$ cat src/rtl/adc_acq_sequencer_pkg.sv
// -----------------------------------------------------------------------------
// adc_acq_sequencer_pkg
// Shared definitions for the AD7643 acquisition path. The USB command decoder
// imports the same state encoding and default constants.
//   acq_state_t     : sequencer state encoding
//   DEF_*           : default timing / width constants
// -----------------------------------------------------------------------------
package adc_acq_sequencer_pkg;

  localparam int DEF_CONV_PERIOD = 250;  // clocks between CNVST rises (minimum)
  localparam int DEF_CNVST_W     = 4;    // CNVST high width
  localparam int DEF_BUSY_TMO    = 200;  // CNVST rise to BUSY fall limit
  localparam int DEF_NBITS       = 18;   // ADC word length
  localparam int DEF_OUT_W       = 16;   // stored word width (MSBs of sample)
  localparam int DEF_ADRS_W      = 15;   // waveform memory address width

  typedef enum logic [2:0] {
    S_IDLE,
    S_CONV,
    S_WAITBUSY,
    S_SHIFT,
    S_WR0,
    S_WR1,
    S_HOLD
  } acq_state_t;

endpackage

$ cat src/rtl/adc_serial_shifter.sv
// -----------------------------------------------------------------------------
// adc_serial_shifter
// Serial-slave readout of two AD7643 SDOUT lines sharing one SCLK / CS.
// A start pulse drops cs_n; sclk then toggles every clock. Each 1->0 sclk
// transition shifts both data lines in MSB-first. After NBITS falling
// transitions cs_n returns high with sclk low and done pulses for one clock.
// Ports:
//   clk, rstn        : clock (logic on falling edge), async active-low reset
//   start            : one-clock request to begin a readout (ignored if busy)
//   sdout0, sdout1   : serial data from ch0 / ch1
//   sclk, cs_n       : shared serial clock and chip select (registered)
//   done             : one-clock pulse, words valid from this cycle on
//   word0, word1     : top OUT_W bits of each captured sample
// -----------------------------------------------------------------------------
module adc_serial_shifter
  import adc_acq_sequencer_pkg::*;
#(
  parameter int NBITS = DEF_NBITS,
  parameter int OUT_W = DEF_OUT_W
) (
  input  logic             clk,
  input  logic             rstn,
  input  logic             start,
  input  logic             sdout0,
  input  logic             sdout1,
  output logic             sclk,
  output logic             cs_n,
  output logic             done,
  output logic [OUT_W-1:0] word0,
  output logic [OUT_W-1:0] word1
);

  localparam int              FC_W      = (NBITS > 1) ? $clog2(NBITS) : 1;
  localparam logic [FC_W-1:0] LAST_FALL = FC_W'(NBITS - 1);

  logic [FC_W-1:0]  fall_cnt;
  logic [NBITS-1:0] sr0;
  logic [NBITS-1:0] sr1;

  // NOTE: sequential state uses non-blocking assignments only, so every flop
  // samples pre-edge values regardless of statement order.
  always_ff @(negedge clk or negedge rstn) begin
    if (!rstn) begin
      sclk     <= 1'b0;
      cs_n     <= 1'b1;
      done     <= 1'b0;
      fall_cnt <= '0;
      // NOTE: the data registers are reset too; they are small and this keeps
      // the word outputs defined before the first readout.
      sr0      <= '0;
      sr1      <= '0;
    end else begin
      done <= 1'b0;
      if (cs_n) begin
        if (start) begin
          cs_n     <= 1'b0;
          sclk     <= 1'b0;
          fall_cnt <= '0;
        end
      end else if (!sclk) begin
        sclk <= 1'b1;
      end else begin
        // Falling transition: capture the bit the ADC held during the high phase.
        sclk <= 1'b0;
        sr0  <= {sr0[NBITS-2:0], sdout0};
        sr1  <= {sr1[NBITS-2:0], sdout1};
        if (fall_cnt == LAST_FALL) begin
          cs_n <= 1'b1;
          done <= 1'b1;
        end else begin
          fall_cnt <= fall_cnt + FC_W'(1);
        end
      end
    end
  end

  assign word0 = sr0[NBITS-1 -: OUT_W];
  assign word1 = sr1[NBITS-1 -: OUT_W];

endmodule

$ cat src/rtl/adc_acq_sequencer.sv
// -----------------------------------------------------------------------------
// adc_acq_sequencer
// Drives one AD7643 pair (ch0/ch1): common conversion, wait for BUSY, shift
// both words out, then write ch0 then ch1 into the waveform memory. Sample
// points are paced by a period counter restarted at every CNVST rise.
// Ports:
//   clk, rstn            : clock (all logic on falling edge), async reset
//   start, stop          : one-clock command pulses
//   nsamples             : sample points per run, 0 = continuous with wrap
//   ch_en                : channel enables, latched at start
//   adcnvst, adcs, adsclk: ADC control (shared by both converters)
//   adsdout0/1, adbusy0/1: ADC serial data and busy inputs
//   mem_we/adrs/data     : waveform memory write port
//   active, done, err    : status (running, normal end pulse, sticky timeout)
//   sample_cnt           : completed sample points
// -----------------------------------------------------------------------------
module adc_acq_sequencer
  import adc_acq_sequencer_pkg::*;
#(
  parameter int CONV_PERIOD = DEF_CONV_PERIOD,
  parameter int CNVST_W     = DEF_CNVST_W,
  parameter int BUSY_TMO    = DEF_BUSY_TMO,
  parameter int NBITS       = DEF_NBITS,
  parameter int OUT_W       = DEF_OUT_W,
  parameter int ADRS_W      = DEF_ADRS_W
) (
  input  logic              clk,
  input  logic              rstn,
  input  logic              start,
  input  logic              stop,
  input  logic [ADRS_W-1:0] nsamples,
  input  logic [1:0]        ch_en,
  output logic              adcnvst,
  output logic              adcs,
  output logic              adsclk,
  input  logic              adsdout0,
  input  logic              adsdout1,
  input  logic              adbusy0,
  input  logic              adbusy1,
  output logic              mem_we,
  output logic [ADRS_W-1:0] mem_adrs,
  output logic [OUT_W-1:0]  mem_data,
  output logic              active,
  output logic              done,
  output logic              err,
  output logic [ADRS_W-1:0] sample_cnt
);

  // Period counter must reach the larger of the two limits; one spare bit
  // lets it saturate without ever wrapping back below a limit.
  localparam int MAX_LIM = (CONV_PERIOD > BUSY_TMO) ? CONV_PERIOD : BUSY_TMO;
  localparam int CNT_W   = $clog2(MAX_LIM + 1) + 1;

  localparam logic [CNT_W-1:0] CNVST_LAST = CNT_W'(CNVST_W - 1);
  localparam logic [CNT_W-1:0] TMO_LAST   = CNT_W'(BUSY_TMO - 1);
  localparam logic [CNT_W-1:0] HOLD_LAST  = CNT_W'(CONV_PERIOD - 1);

  acq_state_t        state;
  logic [CNT_W-1:0]  cnt;
  logic [1:0]        en_q;
  logic [ADRS_W-1:0] nsamples_q;
  logic [ADRS_W-1:0] adrs_q;
  logic              stop_pend;
  logic [1:0]        seen;
  logic [1:0]        busy_meta;
  logic [1:0]        busy_sync;
  logic              busy_ready;
  logic              shift_start;
  logic              shift_done;
  logic [OUT_W-1:0]  word0;
  logic [OUT_W-1:0]  word1;

  // BUSY comes from the ADC's own timing domain: two-flop synchronizer.
  always_ff @(negedge clk or negedge rstn) begin
    if (!rstn) begin
      busy_meta <= '0;
      busy_sync <= '0;
    end else begin
      busy_meta <= {adbusy1, adbusy0};
      busy_sync <= busy_meta;
    end
  end

  // Every enabled channel has been busy since CNVST and is now idle again.
  assign busy_ready  = &(~en_q | (seen & ~busy_sync));
  assign shift_start = (state == S_WAITBUSY) && busy_ready;

  adc_serial_shifter #(
    .NBITS (NBITS),
    .OUT_W (OUT_W)
  ) u_shifter (
    .clk    (clk),
    .rstn   (rstn),
    .start  (shift_start),
    .sdout0 (adsdout0),
    .sdout1 (adsdout1),
    .sclk   (adsclk),
    .cs_n   (adcs),
    .done   (shift_done),
    .word0  (word0),
    .word1  (word1)
  );

  always_ff @(negedge clk or negedge rstn) begin
    if (!rstn) begin
      state      <= S_IDLE;
      cnt        <= '0;
      en_q       <= '0;
      nsamples_q <= '0;
      adrs_q     <= '0;
      stop_pend  <= 1'b0;
      seen       <= '0;
      adcnvst    <= 1'b0;
      mem_we     <= 1'b0;
      mem_adrs   <= '0;
      mem_data   <= '0;
      active     <= 1'b0;
      done       <= 1'b0;
      err        <= 1'b0;
      sample_cnt <= '0;
    end else begin
      mem_we <= 1'b0;
      done   <= 1'b0;

      if (stop && (state != S_IDLE)) stop_pend <= 1'b1;

      // Counts clocks since the last CNVST rise; restarted on CONV entry below.
      if ((state != S_IDLE) && (cnt != '1)) cnt <= cnt + CNT_W'(1);

      case (state)
        S_IDLE: begin
          if (start && (ch_en != 2'b00)) begin
            en_q       <= ch_en;
            nsamples_q <= nsamples;
            err        <= 1'b0;
            sample_cnt <= '0;
            adrs_q     <= '0;
            stop_pend  <= 1'b0;
            active     <= 1'b1;
            state      <= S_CONV;
            cnt        <= '0;
            adcnvst    <= 1'b1;
            seen       <= '0;
          end
        end

        S_CONV: begin
          seen <= seen | busy_sync;
          if (cnt == CNVST_LAST) begin
            adcnvst <= 1'b0;
            state   <= S_WAITBUSY;
          end
        end

        S_WAITBUSY: begin
          seen <= seen | busy_sync;
          if (busy_ready) begin
            state <= S_SHIFT;
          end else if (cnt >= TMO_LAST) begin
            err       <= 1'b1;
            active    <= 1'b0;
            stop_pend <= 1'b0;
            state     <= S_IDLE;
          end
        end

        S_SHIFT: begin
          if (shift_done) state <= S_WR0;
        end

        S_WR0: begin
          if (en_q[0]) begin
            mem_we   <= 1'b1;
            mem_adrs <= adrs_q;
            mem_data <= word0;
            adrs_q   <= adrs_q + ADRS_W'(1);
          end
          state <= S_WR1;
        end

        S_WR1: begin
          if (en_q[1]) begin
            mem_we   <= 1'b1;
            mem_adrs <= adrs_q;
            mem_data <= word1;
            adrs_q   <= adrs_q + ADRS_W'(1);
          end
          sample_cnt <= sample_cnt + ADRS_W'(1);
          state      <= S_HOLD;
        end

        S_HOLD: begin
          // ">=" also covers an overrun: a late sequence restarts at once.
          if (cnt >= HOLD_LAST) begin
            if (stop_pend || stop ||
                ((nsamples_q != '0) && (sample_cnt == nsamples_q))) begin
              done      <= 1'b1;
              active    <= 1'b0;
              stop_pend <= 1'b0;
              state     <= S_IDLE;
            end else begin
              state   <= S_CONV;
              cnt     <= '0;
              adcnvst <= 1'b1;
              seen    <= '0;
            end
          end
        end

        default: begin
          active  <= 1'b0;
          adcnvst <= 1'b0;
          state   <= S_IDLE;
        end
      endcase
    end
  end

endmodule

$ cat config.mk
export PLATFORM = sky130hd
export DESIGN_NAME = adc_acq_sequencer
export DESIGN_NICKNAME = d
export VERILOG_FILES = /design/src/rtl/adc_acq_sequencer_pkg.sv /design/src/rtl/adc_serial_shifter.sv /design/src/rtl/adc_acq_sequencer.sv
export SDC_FILE = /design/constraint.sdc
export NUM_CORES = 1
export LEC_CHECK = 0
export CAP_MARGIN = 5
export CORE_MARGIN = 5
export CORE_UTILIZATION = 50
export DETAILED_ROUTE_END_ITERATION = 16
export GPL_TIMING_DRIVEN = 1
export PLACE_DENSITY_LB_ADDON = 0.25
export SLEW_MARGIN = 15
export SYNTH_ARGS = -nofsm -noshare
export SYNTH_HDL_FRONTEND = slang
export SYNTH_HIERARCHICAL = 1
export SYNTH_SLANG_ARGS = --single-unit
$ cat constraint.sdc
create_clock -name clk -period 2.32 [get_ports clk]
set_input_delay 0.464 -clock clk [delete_from_list [all_inputs] [get_ports clk]]
set_output_delay 0.464 -clock clk [all_outputs]
set_load 0.005 [all_outputs]
==> run summary <==
Post-synth top cells - 165 x nand2_1, 145 x dfrtn_1, 43 x nor2_1
Drc violations - 0
Crit path kind - reg -> out
Port Buffers - 77
PD cells - 1286 nW/um^2
Syn Nets - 738
Htree depth - 4
Vias - 5,544
Area of the multi-input gates - 3146 sq um
Clock transition at path regs - 0.04 ns
Final Max Slew Viols - 0
Vias per cell - 5.495
Tot GR Track Use - 20.40%
Place WS - -0.9500 ns
Count leader, synth - nand2_1
Leakage Power - 4.224 nW
Layout Skew - 0.04809 ns
CTS max path bufs - 2
RSZ-0062 raised after global routing - true
Largest net degree at the start of global routing - 54
Number of global-route vias before repair - 5,677
CP startpoint - u_shifter/cs_n$_DFF_NN1_
Post-Syn Instances - 706
Slew margin rel. - 56.75%
Status - finished with violations
Hold Crit Class - reg -> reg
CTS Sinks - 146
Fillcell total - 1,092
Setup crit end kind - output pin
Final hold vios - 0
Slew of the pin with the lowest slew margin - 0.6419 ns
Cell Area, Synth - 7043 sq um
Core area - 13,830 sq um
MaxCap Viol Count - 0
Area Overhead vs Synth - 25.83%
# setup viols final - 66
Register area share after synthesis - 51.89%
Critical Path, Cell by Cell - buf_6
Worst min-delay path endpoint - busy_sync[1]$_DFF_NN0_
Register area - 3655 sq um
Die area - 16,560 sq um
FF-to-FF setup slack - 0.08 ns
Die Height - 128.7 um
I/O pins - 78
Clock Tree Root - clkbuf_16
Antenna Violating Nets Remaining - 0
Post-Route WL - 16,330 um
Min-delay src - busy_meta[1]$_DFF_NN0_
R2R depth - 6
Bufs and invs on worst path - 1
Detailed Place HPWL - 10,850 um
Synth area leaders - dfrtn_1 52%, nand2_1 8.8%, mux2_4 4.3%, buf_4 3.4%, o21ai_0 2.7%
Die width - 128.7 um
Total gr overflow - 0
Synth Area per Inst - 9.976 sq um
Post-synth top flop - dfrtn_1
Worst EP arrival - 2.25 ns
Critical R2R Launch - cnt[0]$_DFF_NN0_
WL per Instance - 16.19 um
Std cell rows - 43
Startpoint Class - flop
Top-area cell type share of the netlist area - 51.52%
Crit-path max FO - 2
Number of synthesized register bits - 146
First-pass GRT wire length - 27,130 um
Maximum vdd drop - 0.0006734 V
Synthesis Warnings - 6
Worst-Skew Late Latency - 0.44 ns
Starting Density - 50.94%
CP delay by family, top - flip-flops
Failing checks - negative setup slack
Inst Count DP - 946
Synth area leader - dfrtn_1
Async S/R FF share, synth - 100.0%
Final Wtd Congestion - 0.8733
CTS Buf Count - 17
DRT iter0 DRCs - 420
Cell Count, Final, Fillers Out - 1,009
Slowest stage delay, CP - 0.55 ns
CP required - 1.86 ns
Layout cells sized above 1 - 30.16%
Initial antenna violation count - 0
Critical Path Slowest Stage Cell - dfstp_2
Post-synth EDFFs - 0
Post-synth cell types - 63
Final net count - 848
First drt pass iteration count - 10
Worst hold stages - 0
Final worst slack - -0.3934 ns
# diodes - 0
CTS tree - built
Reg2reg end - state[1]$_DFFE_NN0P_
## state kept, by name, summed over array words and instances, names as in the netlist, 2 cells and up
signal,cells
busy_meta,2
u_shifter/fall_cnt,5
sample_cnt,15
adrs_q,15
u_shifter/sr1,18
mem_data,16
cnt,9
state,3
busy_sync,2
en_q,2
mem_adrs,15
nsamples_q,15
u_shifter/sr0,18
seen,2
## cell usage in the layout (no fill, tap or decap), drive strengths merged, types with 5 or more instances in the layout
| master | count |
|---|---|
| a21oi | 10 |
| a31oi | 24 |
| and2 | 5 |
| and3 | 9 |
| buf | 136 |
| clkbuf | 19 |
| clkdlybuf4s50 | 19 |
| clkinv | 5 |
| clkinvlp | 5 |
| dfrtn | 145 |
| ha | 7 |
| inv | 12 |
| mux2 | 38 |
| mux2i | 5 |
| nand2 | 165 |
| nand2b | 5 |
| nand3 | 20 |
| nand4 | 19 |
| nor2 | 43 |
| nor2b | 6 |
| nor3 | 12 |
| nor4 | 6 |
| o21ai | 39 |
| xnor2 | 12 |
| xor2 | 17 |
## area by class of cell
cell class              instances  area share, %
repair buffers                155          13.72
inverters                      10         0.4235
multi-input cells             485          35.49
well taps                     180          2.541
flip-flops and latches        146          41.24
clock buffers                  19          4.998
clock inverters                14          1.581
## power by group
part	switching (W)	internal [W]	total (W)	leakage (nW)
clock network	0.00108	0.00161	0.00269	0.277
logic	0.00188	0.00227	0.00414	2.11
registers	0.000920	0.00365	0.00457	1.83
total	0.00388	0.00752	0.0114	4.22
## timing repair
item	4_1_cts	5_1_grt
hold buffers	0	0
endpoints found under the setup margin	118	79
pin swaps	12	10
endpoints found under the hold margin	0	0
setup buffers	16	15
gates resized for setup	242	27
## stage by stage
step / cell area [sq um] / power (W) / utilization (%) / TNS, ns / hold WS (ns)
2_1_floorplan: 7156 / 0.007309 / - / -7.520 / 0.2917
3_3_place_gp: 8173 / 0.008457 / 59.11 / -62.04 / 0.2947
3_5_place_dp: 8173 / 0.008638 / 59.11 / -63.25 / 0.3030
4_1_cts: 8652 / 0.01125 / 62.57 / -13.33 / 0.3047
5_1_grt: 8862 / 0.01215 / 64.09 / -15.17 / 0.3150
6_report: 8862 / 0.01140 / 64.09 / -12.77 / 0.3046
## cells by family (layout without fill, tap and decap cells)
logic type | count (synthesis) | after routing | synth area share (%)
compound gates | 98 | 98 | 8.954
xor+xnor | 29 | 29 | 3.606
fa+ha+maj | 7 | 7 | 1.244
buf+inv | 75 | 198 | 6.449
flops | 146 | 146 | 51.89
mux | 43 | 43 | 7.852
simple gates | 308 | 308 | 20.00
## routing by layer
layer | routed length [um] | GRT usage (%) | up-vias | share of wire (%)
li1 | - | - | 2614 | -
met1 | 7082 | 25.95 | 2744 | 43
met2 | 8266 | 33.96 | 162 | 51
met3 | 726 | 4.940 | 24 | 4.4
met4 | 258 | 7.536 | 0 | 1.6
met5 | 0 | 0 | - | 0
## worst max path at each step
stage | to | depth (start not counted) | slack (ns)
5_1_grt | adcs | 1 | -0.43
4_1_cts | adcs | 1 | -0.41
3_5_place_dp | adrs_q[14]$_DFFE_NN0P_ | 7 | -0.95
3_3_place_gp | adrs_q[14]$_DFFE_NN0P_ | 7 | -0.90
2_1_floorplan | state[2]$_DFFE_NN0P_ | 5 | -0.24
6_report | adcs | 1 | -0.39
Power figures use the tool's default switching activity.
